==> src/rtl/cc_frame_io_if.sv <==
// Score/control input beats and serial result stream of cc_frame_io.
// master = frame source and result sink, slave = cc_frame_io.
interface cc_frame_io_if #(
  parameter int unsigned SCORE_W = 4
);
  logic               in_valid;
  logic               in_ready;
  logic [SCORE_W-1:0] in_score;
  logic [2:0]         in_opt;
  logic [1:0]         in_a;
  logic [2:0]         in_b;
  logic               out_valid;
  logic               out_last;
  logic [2:0]         out_data;
  logic               err;

  modport master (
    output in_valid, in_score, in_opt, in_a, in_b,
    input  in_ready, out_valid, out_last, out_data, err
  );

  modport slave (
    input  in_valid, in_score, in_opt, in_a, in_b,
    output in_ready, out_valid, out_last, out_data, err
  );
endinterface

==> src/rtl/cc_frame_io.sv <==
// Serial-in / serial-out wrapper around the combinational CC ranking core:
// loads seven scores, holds them stable for EVAL_WAIT cycles, then streams eight result words.
module cc_frame_io #(
  parameter int unsigned SCORE_W   = 4,
  parameter int unsigned EVAL_WAIT = 1
) (
  input  logic               clk,
  input  logic               rst,
  cc_frame_io_if.slave       bus,
  output logic [SCORE_W-1:0] cc_in_s0,
  output logic [SCORE_W-1:0] cc_in_s1,
  output logic [SCORE_W-1:0] cc_in_s2,
  output logic [SCORE_W-1:0] cc_in_s3,
  output logic [SCORE_W-1:0] cc_in_s4,
  output logic [SCORE_W-1:0] cc_in_s5,
  output logic [SCORE_W-1:0] cc_in_s6,
  output logic [2:0]         cc_opt,
  output logic [1:0]         cc_a,
  output logic [2:0]         cc_b,
  input  logic [2:0]         cc_s_id0,
  input  logic [2:0]         cc_s_id1,
  input  logic [2:0]         cc_s_id2,
  input  logic [2:0]         cc_s_id3,
  input  logic [2:0]         cc_s_id4,
  input  logic [2:0]         cc_s_id5,
  input  logic [2:0]         cc_s_id6,
  input  logic [2:0]         cc_out
);
  localparam int unsigned NUM_S   = 7;
  localparam int unsigned NUM_OUT = 8;
  localparam int unsigned CNT_W   = 3;
  localparam int unsigned WAIT_W  = $clog2(EVAL_WAIT + 1);

  typedef enum logic [1:0] {IDLE, LOAD, EVAL, SEND} state_t;

  state_t             state;
  logic [CNT_W-1:0]   cnt;
  logic [CNT_W-1:0]   idx;
  logic [WAIT_W-1:0]  wait_cnt;
  logic [SCORE_W-1:0] score_q [NUM_S];
  logic [2:0]         res_q   [NUM_OUT];

  assign cc_in_s0 = score_q[0];
  assign cc_in_s1 = score_q[1];
  assign cc_in_s2 = score_q[2];
  assign cc_in_s3 = score_q[3];
  assign cc_in_s4 = score_q[4];
  assign cc_in_s5 = score_q[5];
  assign cc_in_s6 = score_q[6];

  // Frame FSM; err defaults low and pulses only on the offending cycle.
  always_ff @(posedge clk or posedge rst) begin
    if (rst) begin
      state         <= IDLE;
      cnt           <= '0;
      idx           <= '0;
      wait_cnt      <= '0;
      bus.in_ready  <= 1'b1;
      bus.out_valid <= 1'b0;
      bus.out_last  <= 1'b0;
      bus.out_data  <= '0;
      bus.err       <= 1'b0;
      cc_opt        <= '0;
      cc_a          <= '0;
      cc_b          <= '0;
      for (int i = 0; i < NUM_S; i++)   score_q[i] <= '0;
      for (int i = 0; i < NUM_OUT; i++) res_q[i]   <= '0;
    end else begin
      bus.err <= 1'b0;
      case (state)
        IDLE: begin
          if (bus.in_valid) begin
            score_q[0] <= bus.in_score;
            cc_opt     <= bus.in_opt;
            cc_a       <= bus.in_a;
            cc_b       <= bus.in_b;
            cnt        <= CNT_W'(1);
            state      <= LOAD;
          end
        end
        LOAD: begin
          if (bus.in_valid) begin
            score_q[cnt] <= bus.in_score;
            if (cnt == CNT_W'(NUM_S - 1)) begin
              cnt          <= '0;
              wait_cnt     <= '0;
              bus.in_ready <= 1'b0;
              state        <= EVAL;
            end else begin
              cnt <= cnt + CNT_W'(1);
            end
          end else begin
            // Gap mid-frame: drop the partial frame, stored scores are left stale.
            bus.err <= 1'b1;
            cnt     <= '0;
            state   <= IDLE;
          end
        end
        EVAL: begin
          bus.err <= bus.in_valid;
          if (wait_cnt == WAIT_W'(EVAL_WAIT)) begin
            res_q[0]      <= cc_s_id0;
            res_q[1]      <= cc_s_id1;
            res_q[2]      <= cc_s_id2;
            res_q[3]      <= cc_s_id3;
            res_q[4]      <= cc_s_id4;
            res_q[5]      <= cc_s_id5;
            res_q[6]      <= cc_s_id6;
            res_q[7]      <= cc_out;
            bus.out_valid <= 1'b1;
            bus.out_data  <= cc_s_id0;
            idx           <= '0;
            state         <= SEND;
          end else begin
            wait_cnt <= wait_cnt + WAIT_W'(1);
          end
        end
        SEND: begin
          bus.err <= bus.in_valid;
          if (idx == CNT_W'(NUM_OUT - 1)) begin
            bus.out_valid <= 1'b0;
            bus.out_last  <= 1'b0;
            bus.out_data  <= '0;
            bus.in_ready  <= 1'b1;
            state         <= IDLE;
          end else begin
            idx          <= idx + CNT_W'(1);
            bus.out_data <= res_q[idx + CNT_W'(1)];
            bus.out_last <= (idx == CNT_W'(NUM_OUT - 2));
          end
        end
        default: state <= IDLE;
      endcase
    end
  end
endmodule
==> src/flat_wrapper.sv <==
// flat-port wrapper written by rule: the top's interface ports become plain ports
module cc_frame_io_flat 
#(
  parameter int unsigned SCORE_W   = 4,
  parameter int unsigned EVAL_WAIT = 1
)
  (clk, rst, cc_in_s0, cc_in_s1, cc_in_s2, cc_in_s3, cc_in_s4, cc_in_s5, cc_in_s6, cc_opt, cc_a, cc_b, cc_s_id0, cc_s_id1, cc_s_id2, cc_s_id3, cc_s_id4, cc_s_id5, cc_s_id6, cc_out, bus_in_valid, bus_in_score, bus_in_opt, bus_in_a, bus_in_b, bus_in_ready, bus_out_valid, bus_out_last, bus_out_data, bus_err);
  cc_frame_io_if #(.SCORE_W(SCORE_W)) bus_i ();
  input  logic clk;
  input  logic rst;
  output logic [SCORE_W-1:0] cc_in_s0;
  output logic [SCORE_W-1:0] cc_in_s1;
  output logic [SCORE_W-1:0] cc_in_s2;
  output logic [SCORE_W-1:0] cc_in_s3;
  output logic [SCORE_W-1:0] cc_in_s4;
  output logic [SCORE_W-1:0] cc_in_s5;
  output logic [SCORE_W-1:0] cc_in_s6;
  output logic [2:0] cc_opt;
  output logic [1:0] cc_a;
  output logic [2:0] cc_b;
  input  logic [2:0] cc_s_id0;
  input  logic [2:0] cc_s_id1;
  input  logic [2:0] cc_s_id2;
  input  logic [2:0] cc_s_id3;
  input  logic [2:0] cc_s_id4;
  input  logic [2:0] cc_s_id5;
  input  logic [2:0] cc_s_id6;
  input  logic [2:0] cc_out;
  input wire logic [$bits(bus_i.in_valid)-1:0] bus_in_valid;
  input wire logic [$bits(bus_i.in_score)-1:0] bus_in_score;
  input wire logic [$bits(bus_i.in_opt)-1:0] bus_in_opt;
  input wire logic [$bits(bus_i.in_a)-1:0] bus_in_a;
  input wire logic [$bits(bus_i.in_b)-1:0] bus_in_b;
  output wire logic [$bits(bus_i.in_ready)-1:0] bus_in_ready;
  output wire logic [$bits(bus_i.out_valid)-1:0] bus_out_valid;
  output wire logic [$bits(bus_i.out_last)-1:0] bus_out_last;
  output wire logic [$bits(bus_i.out_data)-1:0] bus_out_data;
  output wire logic [$bits(bus_i.err)-1:0] bus_err;
  assign bus_i.in_valid = bus_in_valid;
  assign bus_i.in_score = bus_in_score;
  assign bus_i.in_opt = bus_in_opt;
  assign bus_i.in_a = bus_in_a;
  assign bus_i.in_b = bus_in_b;
  assign bus_in_ready = bus_i.in_ready;
  assign bus_out_valid = bus_i.out_valid;
  assign bus_out_last = bus_i.out_last;
  assign bus_out_data = bus_i.out_data;
  assign bus_err = bus_i.err;
  cc_frame_io #(.SCORE_W(SCORE_W), .EVAL_WAIT(EVAL_WAIT)) u_core (.clk(clk), .rst(rst), .bus(bus_i), .cc_in_s0(cc_in_s0), .cc_in_s1(cc_in_s1), .cc_in_s2(cc_in_s2), .cc_in_s3(cc_in_s3), .cc_in_s4(cc_in_s4), .cc_in_s5(cc_in_s5), .cc_in_s6(cc_in_s6), .cc_opt(cc_opt), .cc_a(cc_a), .cc_b(cc_b), .cc_s_id0(cc_s_id0), .cc_s_id1(cc_s_id1), .cc_s_id2(cc_s_id2), .cc_s_id3(cc_s_id3), .cc_s_id4(cc_s_id4), .cc_s_id5(cc_s_id5), .cc_s_id6(cc_s_id6), .cc_out(cc_out));
endmodule
==> config.mk <==
export PLATFORM = sky130hd
export DESIGN_NAME = cc_frame_io_flat
export DESIGN_NICKNAME = d
export VERILOG_FILES = /design/src/rtl/cc_frame_io_if.sv /design/src/rtl/cc_frame_io.sv /design/src/flat_wrapper.sv
export SDC_FILE = /design/constraint.sdc
export NUM_CORES = 1
export LEC_CHECK = 0
export ABC_AREA = 1
export BUFFER_PORTS_ARGS = -buffer_cell sky130_fd_sc_hd__buf_4
export CAP_MARGIN = 20
export CORE_AREA = 4 4 71 99
export CTS_CLUSTER_DIAMETER = 40
export DETAILED_ROUTE_END_ITERATION = 10
export DIE_AREA = 0 0 75 103
export GPL_TIMING_DRIVEN = 0
export PLACE_DENSITY = 0.91
export SLEW_MARGIN = 10
export SYNTH_ARGS = -nofsm -noshare
export SYNTH_HDL_FRONTEND = slang
export SYNTH_SLANG_ARGS = --single-unit
==> constraint.sdc <==
create_clock -name clk -period 4.5 [get_ports clk]
set_input_delay 0.45 -clock clk [delete_from_list [all_inputs] [get_ports clk]]
set_output_delay 0.45 -clock clk [all_outputs]
set_load 0.1 [all_outputs]
==> impl_metrics.json, run 1 <==
{
  "clk_path_buf_depth": 2,
  "setup-violations-final": 0,
  "cts_root_buffer": "clkbuf_8",
  "drt-total-wl_um": 7680,
  "ys_types": 28,
  "rsz0062_at_grt": "no",
  "cp-start-kind": "flop",
  "finalHoldViolCount": 0,
  "synthFlopType": "dfrtp_1",
  "synth_edf_count": 0,
  "multi_input_comb_area_um2": 1210,
  "reg2reg_from": "u_core.idx[0]",
  "fmax_mhz": 469,
  "avgSynthCellArea_um2": 8.84,
  "cts.sink_count": 76,
  "whs_ns": 0.114,
  "place_congestion": 0.880,
  "rows": 34,
  "period_needed_ns": 2.13,
  "synth_async_sr_flop_share": 1.00,
  "crit_type": "flop to flop",
  "drt_iter0_drc": 177,
  "clock_skew_ns": 0.00805,
  "core_um2": 6170,
  "worstPathRequired_ns": 4.73,
  "dieArea_um2": 7730,
  "synth_top_cells_by_count": "122 x nand2_1, 75 x dfrtp_1, 37 x nor2_1, 29 x inv_1, 24 x a21oi_1",
  "grt_use_total": 0.212,
  "viasPerCell": 5.05,
  "cts_resized": 0,
  "synthesis.nets": 417,
  "synthCells": 374,
  "synth_top_area_share": 0.568,
  "p_per_area_nw_per_um2": 814,
  "initial_core_util": 0.536,
  "cts_tree": "done",
  "max-cap-violations": 0,
  "place_hpwl_um": 5820,
  "area_growth_pct": 27.0,
  "path_clk_slew_ns": 0.08,
  "drv_slew": 0,
  "grt_pass1_wl_um": 12500,
  "grt_pass1_vias": 2750,
  "crit_arrival_ns": 2.37,
  "reg2reg_slack_ns": 2.37,
  "syn_area_um2": 3310,
  "numCtsBuffers": 9,
  "synth.most_common_cell": "nand2_1",
  "synth_top_cell_by_area": "dfrtp_1",
  "leakage_nw": 2.16,
  "drc": 0,
  "yosys_warnings": 0,
  "r2r_end": "u_core.bus.out_data[1]",
  "synth-seq-area-share": 0.576,
  "yosys-top-cells-area": "dfrtp_1 57%, nand2_1 14%, nor2_1 4.2%, a21oi_1 3.6%, inv_1 3.3%",
  "nNetsFinal": 510,
  "drive_gt1_frac": 0.271,
  "die_w_um": 75,
  "ant_nets": 0,
  "clkLatencyLatePin_ns": 0.34,
  "tns_ns": 0,
  "grt_max_degree": 45,
  "timing.slew.headroom": 0.697,
  "ys_ff_latch": 76,
  "path_max_fanout": 10,
  "ir_worst_vdd_mv": 0.711,
  "hold_class": "input port to asynchronous set/reset pin",
  "fin_util": 0.681,
  "die_y_um": 103,
  "antenna_found_initial": 0,
  "reg2reg_depth": 10,
  "h-tree-depth": 3,
  "fin_crit_sh": 0.474,
  "nFillCells": 470,
  "register_area_um2": 1900,
  "cp-end-kind": "flop",
  "hold_buffers": 0,
  "tightest_slew_ns": 0.455,
  "drt_pre_antenna_iters": 4,
  "post_cts_buffers": 0,
  "startpoint": "u_core.idx[0]",
  "grt-ovfl-total": 0,
  "status": "finished, final reports clean",
  "wire_per_inst_um": 14.1,
  "vias": 2746,
  "antennaDiodeCount": 0,
  "pin_count": 82,
  "portBuffers": 81
}
-- sequential cells by signal, indices dropped and copies added, names as in the netlist, 4 cells and up, named ones only --
register	flops
u_core.cc_in_s0	4
u_core.cc_in_s1	4
u_core.cc_in_s2	4
u_core.cc_in_s3	4
u_core.cc_in_s4	4
u_core.cc_in_s5	4
u_core.cc_in_s6	4
u_core.res_q	24
-- per-stage QoR --
step           std cells  worst slack, ns  power [mW]  cell area, um^2
2_1_floorplan        374             2.11        2.55             3310
3_3_place_gp         527             1.29        2.93             4000
3_5_place_dp         528             2.41        2.98             4030
4_1_cts              544             2.38        3.43             4200
5_1_grt              544             2.16        3.57             4200
6_report             544             2.37        3.42             4200
-- worst max-delay path by stage --
stage                            endpoint
2_1_floorplan  asynchronous set/reset pin
3_3_place_gp           u_core.cc_in_s4[1]
3_5_place_dp       u_core.bus.out_data[1]
4_1_cts            u_core.bus.out_data[1]
5_1_grt            u_core.bus.out_data[2]
6_report           u_core.bus.out_data[1]
-- placed cells by master (no fill, tap or decap), types with 8 or more instances in the layout --
cell / n
a21oi_1: 24
buf_4: 81
clkbuf_8: 10
dfrtp_1: 75
inv_1: 28
nand2_1: 122
nand3_1: 13
nor2_1: 37
o21ai_0: 20
o21ai_1: 8
-- power breakdown --
group / internal (mW) / leakage (nW) / switching, mW
clock: 0.217 / 0.0876 / 0.235
combinational: 0.383 / 1.21 / 1.54
sequential: 0.903 / 0.859 / 0.137
total: 1.50 / 2.16 / 1.91
-- critical path, stage by stage, from the launching register on --
cell      delay, ns
dfrtp_1        0.36
clkbuf_2       0.19
inv_1          0.09
buf_2          0.19
ha_1           0.29
clkbuf_1       0.36
inv_1          0.17
o21ai_0        0.12
o211ai_1       0.10
nand3_1        0.10
nand2_1        0.05
-- area by class of cell --
type	instances	share of cell area
flip-flops and latches	76	0.453
clock inverters	3	0.00537
clock buffers	13	0.0355
repair buffers	82	0.150
multi-input cells	252	0.289
inverters	36	0.0328
well taps	72	0.0215
plain buffers	10	0.0131
-- kinds of logic after synthesis --
group | after synthesis | share of synthesized area
AND/OR/NAND/NOR | 186 | 0.246
flip-flops | 76 | 0.576
buffers and inverters | 46 | 0.0575
adder cells (fa/ha/maj) | 4 | 0.0151
AO/OA/AOI/OAI | 62 | 0.105
-- metal layers --
metal,GRT usage,share of wire,vias to the layer above
met5,0,0,-
met4,0.0658,0.011,0
met3,0.0585,0.065,9
met2,0.387,0.54,81
met1,0.233,0.38,1292
li1,-,-,1364
No activity file was read; power rests on OpenSTA's default activity.
==> inputs of run 2 (changes only) <==
--- a/config.mk
+++ b/config.mk
@@ -8,12 +8,12 @@
 export ABC_AREA = 1
 export BUFFER_PORTS_ARGS = -buffer_cell sky130_fd_sc_hd__buf_4
 export CAP_MARGIN = 20
-export CORE_AREA = 4 4 71 99
+export CORE_AREA = 4 4 72 101
 export CTS_CLUSTER_DIAMETER = 40
 export DETAILED_ROUTE_END_ITERATION = 10
-export DIE_AREA = 0 0 75 103
+export DIE_AREA = 0 0 76 105
 export GPL_TIMING_DRIVEN = 0
-export PLACE_DENSITY = 0.91
+export PLACE_DENSITY = 0.89
 export SLEW_MARGIN = 10
 export SYNTH_ARGS = -nofsm -noshare
 export SYNTH_HDL_FRONTEND = slang
==> constraint.sdc (replaced) <==
create_clock -name clk -period 2.14 [get_ports clk]
set_input_delay 0.214 -clock clk [delete_from_list [all_inputs] [get_ports clk]]
set_output_delay 0.214 -clock clk [all_outputs]
set_load 0.1 [all_outputs]
==> run 2 against run 1 <==
  * Clock skew about the same
  * Non-clock buffer count is 1 lower
  * Via count grew 1.2%
  * Final cell count shrank 0.18%
  * Wire length increased by 1.2%
  * Power up 110%
  * Global-route usage is 0.56 points lower
  * Sequential share of layout area is 0.081 points lower
  * Clock power grew 130%
  * Sequential power is 110% higher
==> impl_metrics.json, run 2 (synthesis results as in run 1) <==
{
  "grt_pass1_wl_um": 13300,
  "nFillCells": 541,
  "grt_use_total": 0.206,
  "final_common_cell": "nand2_1",
  "vias": 2778,
  "clock_skew_ns": 0.00817,
  "fin_crit_sh": 0.907,
  "tightest_slew_ns": 0.856,
  "largest_reg_flops": 24,
  "rsz0062_at_grt": "no",
  "dieArea_um2": 7980,
  "largest_register": "u_core.res_q",
  "drc": 0,
  "reg2reg_depth": 9,
  "r2r_end": "u_core.bus.out_data[1]",
  "final_cell_mix": "122 x nand2_1, 81 x buf_4, 75 x dfrtp_1",
  "status": "finished, final reports clean",
  "p_per_area_nw_per_um2": 1720,
  "ant_nets": 0,
  "die_y_um": 105,
  "setup-violations-final": 0,
  "cp-start-kind": "flop",
  "leakage_nw": 2.15,
  "hold_class": "input port to asynchronous set/reset pin",
  "drv_slew": 0,
  "portBuffers": 81,
  "finalHoldViolCount": 0,
  "cp-end-kind": "flop",
  "fmax_mhz": 515,
  "grt_pass1_vias": 2924,
  "drive_gt1_frac": 0.275,
  "h-tree-depth": 3,
  "max-cap-violations": 0,
  "period_needed_ns": 1.94,
  "antenna_found_initial": 0,
  "worstPathRequired_ns": 2.42,
  "area_growth_pct": 27.2,
  "pin_count": 82,
  "hold_buffers": 0,
  "antennaDiodeCount": 0,
  "rows": 35,
  "place_hpwl_um": 5900,
  "place_inst": 530,
  "viasPerCell": 5.12,
  "drt_pre_antenna_iters": 4,
  "drt_iter0_drc": 166,
  "path_clk_slew_ns": 0.08,
  "place_congestion": 0.894,
  "core_um2": 6440,
  "grt-ovfl-total": 0,
  "drt-total-wl_um": 7770,
  "instances_no_fill": 543,
  "crit_type": "flop to flop",
  "tns_ns": 0,
  "path_max_fanout": 10,
  "numCtsBuffers": 9,
  "clkLatencyLatePin_ns": 0.34,
  "ir_worst_vdd_mv": 1.59,
  "cts_tree": "done",
  "reg2reg_from": "u_core.idx[0]",
  "timing.slew.headroom": 0.428,
  "cts.sink_count": 76,
  "crit_arrival_ns": 2.22,
  "reg2reg_slack_ns": 0.20,
  "nNetsFinal": 509,
  "die_w_um": 76,
  "clk_path_buf_depth": 2,
  "initial_core_util": 0.514,
  "grt_max_degree": 40,
  "whs_ns": 0.0331,
  "wire_per_inst_um": 14.3,
  "cts_root_buffer": "clkbuf_8"
}
## run 2: worst max path at each step
stage,end,startpoint
finish,u_core.bus.out_data[1],u_core.idx[0]
floorplan,u_core.bus.out_data[0],u_core.idx[0]
global route,u_core.bus.out_data[0],u_core.idx[0]
global placement,u_core.bus.out_data[1],u_core.idx[0]
CTS,u_core.bus.out_data[1],u_core.idx[0]
detailed placement,u_core.bus.out_data[1],u_core.idx[0]
## run 2: worst max-delay path, stage by stage, from the launching register on
cell and delay (ns):
dfrtp_1 0.36, clkbuf_2 0.19, inv_1 0.09, buf_2 0.19, ha_1 0.45, inv_1 0.17
o21ai_0 0.10, o211ai_1 0.16, nand3_1 0.09, nand2_1 0.07
## run 2: per-layer routing
| metal | GRT usage | vias to the layer above | part of all wire |
|---|---|---|---|
| met4 | 0.103 | 0 | 0.028 |
| met2 | 0.363 | 75 | 0.54 |
| li1 | - | 1369 | - |
| met3 | 0.0509 | 19 | 0.048 |
| met1 | 0.226 | 1315 | 0.38 |
| met5 | 0 | - | 0 |
## run 2: through the flow
stage / total power [mW] / instance area [um^2] / util / setup slack, ns
3_5_place_dp: 6.25 / 4030 / 0.626 / 0.0578
2_1_floorplan: 5.37 / 3310 / - / 0.414
6_report: 7.23 / 4210 / 0.653 / 0.200
3_3_place_gp: 6.17 / 4010 / 0.623 / 0.102
5_1_grt: 7.60 / 4210 / 0.653 / 0.0201
4_1_cts: 7.29 / 4210 / 0.654 / 0.0403
## run 2: final cells by class
class | instances | area [um^2] | area share
Sequential cell | 76 | 1900 | 0.453
Inverter | 36 | 139 | 0.0330
Tap cell | 74 | 92.6 | 0.0220
Clock inverter | 5 | 55.1 | 0.0131
Clock buffer | 9 | 124 | 0.0295
Buffer | 9 | 51.3 | 0.0122
Multi-Input combinational cell | 252 | 1210 | 0.288
Timing Repair Buffer | 82 | 628 | 0.149
## run 2: timing repair
item / 4_1_cts / 5_1_grt
buffers inserted: 0 / 0
gates resized for setup: 0 / 0
endpoints found under the setup margin: 0 / 3
## run 2: power by group
group	internal [mW]	leakage, nW	switching (mW)
Sequential	1.90	0.859	0.283
Clock	0.521	0.0870	0.502
Combinational	0.806	1.20	3.22
==> inputs of run 3 (changes only) <==
--- a/config.mk
+++ b/config.mk
@@ -8,12 +8,12 @@
 export ABC_AREA = 1
 export BUFFER_PORTS_ARGS = -buffer_cell sky130_fd_sc_hd__buf_4
 export CAP_MARGIN = 20
-export CORE_AREA = 4 4 72 101
-export CTS_CLUSTER_DIAMETER = 40
+export CORE_AREA = 4 4 80 111
+export CTS_CLUSTER_DIAMETER = 100
 export DETAILED_ROUTE_END_ITERATION = 10
-export DIE_AREA = 0 0 76 105
+export DIE_AREA = 0 0 84 115
 export GPL_TIMING_DRIVEN = 0
-export PLACE_DENSITY = 0.89
+export PLACE_DENSITY = 0.76
 export SLEW_MARGIN = 10
 export SYNTH_ARGS = -nofsm -noshare
 export SYNTH_HDL_FRONTEND = slang
==> run 3 against run 2 <==
  * Worst hold slack improved by 0.0076 ns
  * Utilization decreased by 9.4 points
  * Clock power is 41% higher
  * Largest cell class unchanged
  * Wire length shrank 2.1%
  * Combinational power is essentially flat
  * Power grew 5.9%
  * Via count is 0.36% higher
==> impl_metrics.json, run 3 (synthesis results as in run 1) <==
{
  "status": "finished, final reports clean",
  "place_hpwl_um": 5720,
  "ant_nets": 0,
  "hold_class": "input port to flop",
  "vias": 2788,
  "h-tree-depth": 3,
  "drt_pre_antenna_iters": 4,
  "grt-ovfl-total": 0,
  "post_cts_buffers": 0,
  "period_needed_ns": 1.93,
  "ir_worst_vdd_mv": 1.23,
  "clk_path_buf_depth": 2,
  "p_per_area_nw_per_um2": 1760,
  "cts.sink_count": 76,
  "largest_reg_flops": 24,
  "dieArea_um2": 9660,
  "leakage_nw": 2.20,
  "startpoint": "u_core.idx[0]",
  "slowest_delay_ns": 0.38,
  "viasPerCell": 4.87,
  "rows": 38,
  "portBuffers": 81,
  "crit_slowest_cell": "dfrtp_1",
  "largest_register": "u_core.res_q",
  "drc": 0,
  "tns_ns": 0,
  "finalHoldViolCount": 0,
  "setup-violations-final": 0,
  "antennaDiodeCount": 0,
  "rsz0062_at_grt": "no",
  "crit_arrival_ns": 2.20,
  "worstPathRequired_ns": 2.41,
  "antenna_found_initial": 0,
  "tightest_slew_ns": 0.379,
  "dp_slack_ns": 0.0553,
  "nFillCells": 731,
  "wire_per_inst_um": 13.3,
  "grt_pass1_wl_um": 12500,
  "die_w_um": 84,
  "initial_core_util": 0.424,
  "drt_iter0_drc": 105,
  "reg2reg_from": "u_core.idx[0]",
  "core_um2": 7800,
  "path_max_fanout": 10,
  "drv_slew": 0,
  "die_y_um": 115,
  "clock_skew_ns": 0.0113,
  "hold_start": "cc_s_id2[0]",
  "place_congestion": 0.844,
  "cts_tree": "done",
  "crit_type": "flop to flop",
  "path_cells": "clkbuf_2 > inv_1 > clkbuf_4 > ha_2 > inv_1 > nand3_1 > nand3_1 > nand3_1 > a21oi_1",
  "fin_crit_sh": 0.900,
  "worst_slack_ns": 0.214,
  "nNetsFinal": 511,
  "cp_common_cell": "nand3_1",
  "grt_use_total": 0.164,
  "final_cell_mix": "122 x nand2_1, 81 x buf_4, 75 x dfrtp_1",
  "drt-total-wl_um": 7610,
  "numCtsBuffers": 9,
  "final_common_cell": "nand2_1",
  "cp-end-kind": "flop",
  "cts_root_buffer": "clkbuf_8",
  "cp-start-kind": "flop",
  "pin_count": 82,
  "fmax_mhz": 519,
  "grt_max_degree": 39,
  "timing.slew.headroom": 0.746,
  "grt_pass1_vias": 2766,
  "clkLatencyLatePin_ns": 0.36,
  "max-cap-violations": 0,
  "path_clk_slew_ns": 0.09,
  "drive_gt1_frac": 0.279,
  "area_growth_pct": 31.8
}
[run 3: what timing repair did]
| item | 4_1_cts | 5_1_grt |
|---|---|---|
| hold buffers | 1 | 0 |
| resized for setup | 0 | 2 |
| endpoints found under the setup margin | 0 | 4 |
| hold endpoints to repair | 75 | 0 |
[run 3: area by class of cell]
type / instances / area, um^2 / share of cell area
multi-input combinational: 252 / 1210 / 0.279
clock inverter: 6 / 136 / 0.0313
clock buffer: 10 / 128 / 0.0293
inverter: 36 / 139 / 0.0319
sequential: 76 / 1900 / 0.437
buffer: 9 / 53.8 / 0.0123
timing repair buffer: 84 / 658 / 0.151
tap: 100 / 125 / 0.0287
[run 3: through the flow]
step	util	std cells	area, um^2	hold WS, ns	total power [mW]
after global routing	0.559	573	4360	0.0316	7.99
final	0.559	573	4360	0.0407	7.66
after detailed placement	0.524	557	4080	0.317	6.26
after global placement	0.518	555	4040	0.415	6.17
after CTS	0.559	574	4360	0.0308	7.71
after floorplan	-	374	3310	0.331	5.37
[run 3: layer usage]
metal,wire [um],global-route usage,up-vias
li1,-,-,1377
met1,3020,0.184,1302
met2,3890,0.291,94
met3,540,0.0581,15
met4,153,0.0569,0
met5,0,0,-
[run 3: final timing paths]
check,end,slack (ns),depth (start not counted)
max in group asynchronous,u_core.bus.in_ready,1.39,4
min in group asynchronous,u_core.cc_in_s2[0],0.48,4
max reg2reg,u_core.bus.out_data[2],0.21,9
min reg2reg,u_core.bus.in_ready,0.47,2
max,u_core.bus.out_data[2],0.21,9
min,u_core.res_q[15],0.04,3
[run 3: worst max-delay path: cells and delay by family, from the launching register on]
kind,cells,cell delay [ns]
fa+ha+maj,1,0.35
compound gates,1,0.19
buf+inv,4,0.64
simple gates,3,0.28
flops,1,0.38
[run 3: power by group]
part,internal [mW],switching [mW],total [mW]
Clock,0.895,0.546,1.44
Sequential,1.90,0.285,2.18
Combinational,0.813,3.22,4.04
Total,3.61,4.05,7.66
